[config.mk]
export PLATFORM = sky130hd
export DESIGN_NAME = fpu_mem_stage
export DESIGN_NICKNAME = d
export VERILOG_FILES = /design/src/rtl/fpu_mem_stage.sv
export SDC_FILE = /design/constraint.sdc
export NUM_CORES = 1
export LEC_CHECK = 0
export ABC_AREA = 1
export CAP_MARGIN = 25
export CORE_UTILIZATION = 46
export DETAILED_ROUTE_END_ITERATION = 8
export HOLD_SLACK_MARGIN = 0.15
export PLACE_DENSITY = 0.86
export SLEW_MARGIN = 20
export SYNTH_ARGS = -nofsm -noshare
export SYNTH_HDL_FRONTEND = slang
export SYNTH_SLANG_ARGS = --single-unit
[constraint.sdc]
create_clock -name clk -period 7.7 [get_ports clk]
set_input_delay 1.54 -clock clk [delete_from_list [all_inputs] [get_ports clk]]
set_output_delay 1.54 -clock clk [all_outputs]
set_load 0.1 [all_outputs]
[src/rtl/fpu_mem_stage.sv]
// Memory/writeback stage after the FPU execute stage: forwards results or performs
// flw/fsw through a valid/ready request channel, retiring each op with a one-cycle pulse.
module fpu_mem_stage (
  input  logic        clk,
  input  logic        rst,
  input  logic        in_valid,
  output logic        in_ready,
  input  logic [1:0]  in_op,
  input  logic [31:0] in_result,
  input  logic [31:0] in_store_data,
  input  logic [4:0]  in_rd,
  output logic        mem_req_valid,
  input  logic        mem_req_ready,
  output logic        mem_req_we,
  output logic [31:0] mem_req_addr,
  output logic [31:0] mem_req_wdata,
  input  logic        mem_resp_valid,
  input  logic [31:0] mem_resp_data,
  output logic        wb_valid,
  output logic        wb_fwrite,
  output logic        wb_iwrite,
  output logic [4:0]  wb_rd,
  output logic [31:0] wb_data,
  output logic        wb_misaligned
);

  localparam logic [1:0] ST_IDLE = 2'd0;
  localparam logic [1:0] ST_REQ  = 2'd1;
  localparam logic [1:0] ST_RESP = 2'd2;
  localparam logic [1:0] ST_WB   = 2'd3;

  logic [1:0]  state;
  logic [1:0]  op_q;
  logic [31:0] addr_q;
  logic [31:0] wdata_q;
  logic [4:0]  rd_q;
  logic [4:0]  wb_rd_q;
  logic [31:0] wb_data_q;
  logic        wb_mis_q;
  logic        mis_in;

  assign mis_in = in_op[1] && (in_result[1:0] != 2'b00);

  // wb_* registers are loaded only on entry to WB so they hold between retirements
  always_ff @(posedge clk or posedge rst) begin
    if (rst) begin
      state     <= ST_IDLE;
      op_q      <= 2'd0;
      addr_q    <= 32'd0;
      wdata_q   <= 32'd0;
      rd_q      <= 5'd0;
      wb_rd_q   <= 5'd0;
      wb_data_q <= 32'd0;
      wb_mis_q  <= 1'b0;
    end else begin
      case (state)
        ST_IDLE: begin
          if (in_valid) begin
            op_q    <= in_op;
            addr_q  <= in_result;
            wdata_q <= (in_op == 2'd3) ? in_store_data : 32'd0;
            rd_q    <= in_rd;
            if (in_op[1] && !mis_in) begin
              state <= ST_REQ;
            end else begin
              wb_rd_q   <= in_rd;
              wb_data_q <= in_result;
              wb_mis_q  <= mis_in;
              state     <= ST_WB;
            end
          end
        end
        ST_REQ: begin
          if (mem_req_ready) begin
            if (op_q[0]) begin
              wb_rd_q  <= rd_q;
              wb_mis_q <= 1'b0;
              state    <= ST_WB;
            end else begin
              state <= ST_RESP;
            end
          end
        end
        ST_RESP: begin
          if (mem_resp_valid) begin
            wb_rd_q   <= rd_q;
            wb_data_q <= mem_resp_data;
            wb_mis_q  <= 1'b0;
            state     <= ST_WB;
          end
        end
        default: state <= ST_IDLE;
      endcase
    end
  end

  assign in_ready      = (state == ST_IDLE) && !rst;
  assign mem_req_valid = (state == ST_REQ);
  assign mem_req_we    = (op_q == 2'd3);
  assign mem_req_addr  = addr_q;
  assign mem_req_wdata = wdata_q;

  assign wb_valid      = (state == ST_WB);
  assign wb_fwrite     = wb_valid && (op_q == 2'd0 || op_q == 2'd2) && !wb_mis_q;
  assign wb_iwrite     = wb_valid && (op_q == 2'd1) && (wb_rd_q != 5'd0);
  assign wb_rd         = wb_rd_q;
  assign wb_data       = wb_data_q;
  assign wb_misaligned = wb_mis_q;

endmodule

==> out/metrics.cfg, run 1 <==
[critical_path]
endpoint=in_ready
crit_top_cell=clkdlybuf4s50_1
critPathSlowestCell=clkdlybuf4s50_1
rr_endpoint=wb_data[18]$_DFFE_PP0P_
crit_type=primary input to output port
r2r_cells=7
cp-start-kind=primary input
cp.arrival_ns=3.28
cp_max_fo=2
r2r-start=state[0]$_DFFE_PP0P_
crit_required_ns=6.16
crit_chain=clkdlybuf4s50_1 -> nor2_1 -> clkdlybuf4s50_1
startpoint=rst
setup.worst_path.end_class=output port
critPathMaxStageDelay_ns=1.14
rrSetupSlack_ns=4.98

[detailed_routing]
postRouteAntennaNets=0
via_count=4585
dr.pass1.iters=4
drc=0
wl_mm=13.7
drt-initial-drc-count=285
via_per_inst=4.89
wire_per_inst_um=14.6

[sta]
setup_violations=0
finalMaxSlewViolations=0
min_period_over_period=0.625
min_period_ns=4.82
fin_setup_tns_ns=0
tightest_slew_ns=1.02
hold_viol_final=0
slew_headroom=0.315
skew_ns=0.00946
max_clock_freq_mhz=208
grt_setup_unrepaired=no

[synth]
synth_warnings=0
syn-num-nets=713
ys_seq_area_frac=0.558
ys_ff_latch=111
yosysUniqueCellTypes=22
syn_inst=600
syn_area_um2=4980
avgSynthCellArea_um2=8.30

[clocking]
cts_tree=built
cts-hold-fix-buffers=0
cts_root_buffer=clkbuf_8
cts.sinks=111
cts_buffers=9
worstSkewPairLatency_ns=0.37
cts_buffer_depth=2
cts_setup_buffers=0
h-tree-depth=3
ctsResizeCount=0
path_clk_slew_ns=0.09

[job]
maxCapViolCount=0

[global_route]
grt_pass1_vias=4618
overflow=0
grt_max_degree=110
grt_pass1_wl_mm=22.1
antenna_found_initial=0
grtUsageTotal=0.251

[die]
start_util=0.478
die_area_um2=11300
dieHeight_um=106
rows=37
core_area_um2=10400
die_w_um=106
top_level_ports=216

[placement]
dp_hpwl_mm=9.89
placed_area_um2=7140
io_buffers=215
gp_congestion=0.845

[cells_and_area]
n_antenna_cell=0
drive_gt1_frac=0.0400
finalInstanceArea_um2=7360
mostFrequentLayoutCells=clkdlybuf4s50_1, nand2_1, dfrtp_1, o21ai_0, inv_1
nNetsFinal=909
area_growth_pct=47.8
final_common_cell=clkdlybuf4s50_1

[min_path]
min_path_type=register to register

[outcome]
status=finished clean

## kinds of logic after synthesis
logic type | after synthesis | synth area share
AND/OR/NAND/NOR | 244 | 0.204
flip-flops | 111 | 0.558
adder cells (fa/ha/maj) | 5 | 0.0126
buffers and inverters | 122 | 0.104
AO/OA/AOI/OAI | 118 | 0.122
## per-layer routing
metal  GRT usage  part of all wire  vias up  wire length [um]
li1            -                 -     2245                 -
met1       0.299              0.41     2134              5620
met2       0.443              0.51      182              6910
met3      0.0533             0.062       24               842
met4      0.0992             0.022        0               296
met5           0                 0        -                 0
## cell type report
cell class | count | area (um^2)
clock buffers | 11 | 141
clock inverters | 5 | 56.3
fillers | 814 | 3050
inverters | 90 | 340
multi-input cells | 367 | 1700
flip-flops and latches | 111 | 2780
well taps | 136 | 170
repair buffers | 217 | 2180
## Yosys cell counts, drive strengths merged
cell type / n / area, um^2
a21oi: 1 / 5.00
buf: 18 / 128
clkbuf: 14 / 52.6
dfrtp: 111 / 2780
ha: 5 / 62.6
inv: 90 / 338
nand2: 199 / 772
nand3: 35 / 190
nand4: 1 / 6.26
nor2: 6 / 35.0
nor3: 3 / 15.0
o21ai: 111 / 556
o21bai: 6 / 45.0
## worst min path at each step
stage / start / to / slack [ns] / cells after the start
2_1_floorplan: rd_q[0]$_DFFE_PP0P_ / rd_q[0]$_DFFE_PP0P_ / 0.45 / 2
3_3_place_gp: wb_data[19]$_DFFE_PP0P_ / wb_data[19]$_DFFE_PP0P_ / 0.45 / 2
3_5_place_dp: wb_data[15]$_DFFE_PP0P_ / wb_data[15]$_DFFE_PP0P_ / 0.46 / 2
4_1_cts: wb_data[15]$_DFFE_PP0P_ / wb_data[15]$_DFFE_PP0P_ / 0.48 / 2
5_1_grt: wb_data[16]$_DFFE_PP0P_ / wb_data[16]$_DFFE_PP0P_ / 0.50 / 2
6_report: wb_data[22]$_DFFE_PP0P_ / wb_data[22]$_DFFE_PP0P_ / 0.48 / 2
## stage by stage
step	utilization	instances	hold WS, ns	setup WS (ns)
detailed placement	0.685	920	0.459	2.89
global placement	0.685	920	0.454	2.89
global route	0.707	937	0.504	2.83
CTS	0.704	936	0.481	2.88
finish	0.707	937	0.478	2.88
floorplan	-	600	0.453	2.76
## registers in the layout, indices dropped and copies added, names as in the netlist
register,flops
wb_rd,5
wb_misaligned,1
wb_data,32
mem_req_wdata,32
rd_q,5
state,2
mem_req_addr,32
op_q,2
## worst max-delay path, delay by kind of cell
family / cells / cell delay, ns
and+or+nand+nor: 1 / 0.14
buffers and inverters: 2 / 1.60
Power of run 1 is not shown: default switching activity piles up to over one toggle a cycle in this logic, so the estimate is an artifact.
==> inputs of run 2 (changes only) <==
CORE_UTILIZATION = 43   (was 46)
PLACE_DENSITY = 0.81   (was 0.86)
clock period = 4.8 ns   (was 7.7 ns; I/O delays follow)
==> run 2 against run 1 <==
  * Sequential share of layout area shrank 0.88 points
  * Core utilization is 2.6 points lower
  * Worst setup slack got worse by 1.6 ns
  * Via count increased by 0.63%
  * Global-route usage decreased by 1.7 points
  * Cell count rose by 0.53%
  * Critical endpoint is now wb_iwrite
  * Highest routed layer unchanged
==> out/metrics.cfg, run 2 (synthesis results as in run 1) <==
[critical_path]
rr_endpoint=wb_data[14]$_DFFE_PP0P_
startpoint=state[1]$_DFFE_PP0P_
r2r-start=state[0]$_DFFE_PP0P_
cp-start-kind=register
setup.worst_path.end_class=output port
cp.arrival_ns=2.51  ; -0.77 ns
rrSetupSlack_ns=2.12  ; -2.86 ns
endpoint=wb_iwrite
crit_required_ns=3.84  ; -2.32 ns
crit_type=register to output port
cp_max_fo=4  ; +2
r2r_cells=7  ; unchanged

[cells_and_area]
n_antenna_cell=0  ; unchanged
mostFrequentLayoutCells=clkdlybuf4s50_1, nand2_1, dfrtp_1, o21ai_0, inv_1
finalInstanceArea_um2=7540  ; +2.4%
fillers=886  ; +8.8%
nNetsFinal=910  ; +0.11%
drive_gt1_frac=0.0436  ; +0.00369
area_growth_pct=51.3
final_common_cell=clkdlybuf4s50_1

[detailed_routing]
via_count=4614  ; +0.63%
postRouteAntennaNets=0  ; unchanged
wire_per_inst_um=14.6  ; about the same
drc=0  ; unchanged
drt-initial-drc-count=278  ; -2.5%
dr.pass1.iters=5  ; +1
wl_mm=13.7  ; +0.45%
via_per_inst=4.90  ; about the same

[global_route]
grt_max_degree=109  ; -0.91%
overflow=0  ; unchanged
grt_pass1_vias=4562  ; -1.2%
grt_pass1_wl_mm=21.7  ; -2.0%
antenna_found_initial=0  ; unchanged
grtUsageTotal=0.234  ; -0.0173

[placement]
dp_hpwl_mm=9.95  ; +0.60%
gp_congestion=0.834  ; -1.4%
placed_area_um2=7170  ; +0.53%
io_buffers=215  ; unchanged

[sta]
hold_viol_final=0  ; unchanged
whs_ns=0.475  ; -0.00278 ns
finalMaxSlewViolations=0  ; unchanged
min_period_over_period=0.723
setup_violations=0  ; unchanged
skew_ns=0.00927  ; -0.000198 ns
tightest_slew_ns=1.02  ; -0.00905 ns
max_clock_freq_mhz=288
fin_setup_tns_ns=0  ; unchanged
grt_setup_unrepaired=no
slew_headroom=0.321  ; +0.00605
min_period_ns=3.47

[clocking]
path_clk_slew_ns=0.08  ; about the same
cts_root_buffer=clkbuf_16
cts_tree=built
cts-hold-fix-buffers=0  ; unchanged
cts_buffers=9  ; unchanged
cts_setup_buffers=0  ; unchanged
h-tree-depth=3  ; unchanged
ctsResizeCount=0  ; unchanged
cts.sinks=111  ; unchanged
cts_buffer_depth=2  ; unchanged
worstSkewPairLatency_ns=0.35  ; -0.02 ns

[die]
start_util=0.450  ; -0.0286
die_area_um2=12000  ; +6.8%
top_level_ports=216  ; unchanged
dieHeight_um=110  ; +3.4%
rows=38  ; +2.7%
core_area_um2=11100  ; +6.4%
die_w_um=110  ; +3.4%

[job]
maxCapViolCount=0  ; unchanged

[outcome]
status=finished clean

[min_path]
min_path_type=register to register

-- run 2: layer usage --
layer / track usage / vias to the layer above / routed length (um)
li1: - / 2250 / -
met3: 0.0533 / 16 / 1090
met5: 0 / - / 0
met2: 0.401 / 174 / 6620
met4: 0.0771 / 0 / 210
met1: 0.291 / 2174 / 5800
-- run 2: worst min-delay path by stage --
stage | startpoint | end | slack, ns | depth (start not counted)
floorplan | rd_q[0]$_DFFE_PP0P_ | rd_q[0]$_DFFE_PP0P_ | 0.45 | 2
global placement | wb_data[28]$_DFFE_PP0P_ | wb_data[28]$_DFFE_PP0P_ | 0.45 | 2
detailed placement | wb_data[28]$_DFFE_PP0P_ | wb_data[28]$_DFFE_PP0P_ | 0.46 | 2
CTS | wb_data[28]$_DFFE_PP0P_ | wb_data[28]$_DFFE_PP0P_ | 0.48 | 2
global route | wb_data[24]$_DFFE_PP0P_ | wb_data[24]$_DFFE_PP0P_ | 0.49 | 2
finish | wb_data[24]$_DFFE_PP0P_ | wb_data[24]$_DFFE_PP0P_ | 0.48 | 2
-- run 2: worst max-delay path, stage by stage, from the launching register on --
cell and delay [ns]:
dfrtp_1 0.43, ha_1 0.24, inv_1 0.07, nor3_1 0.14
o21ai_0 0.10, inv_1 0.06, clkdlybuf4s50_1 1.13
-- run 2: stage by stage --
| step | instances | utilization | worst slack, ns |
|---|---|---|---|
| 3_3_place_gp | 925 | 0.645 | 1.76 |
| 4_1_cts | 942 | 0.680 | 1.36 |
| 5_1_grt | 942 | 0.681 | 1.25 |
| 6_report | 942 | 0.681 | 1.33 |
| 2_1_floorplan | 600 | - | 0.443 |
| 3_5_place_dp | 926 | 0.648 | 1.61 |
-- run 2: cell type report --
type,count,area [um^2],area share
Tap cell,140,175,0.0232
Clock buffer,10,239,0.0317
Clock inverter,6,116,0.0154
Sequential cell,111,2780,0.368
Inverter,90,340,0.0451
Timing Repair Buffer,218,2190,0.291
Multi-Input combinational cell,367,1700,0.225
Power of run 2 is left out for the same reason.
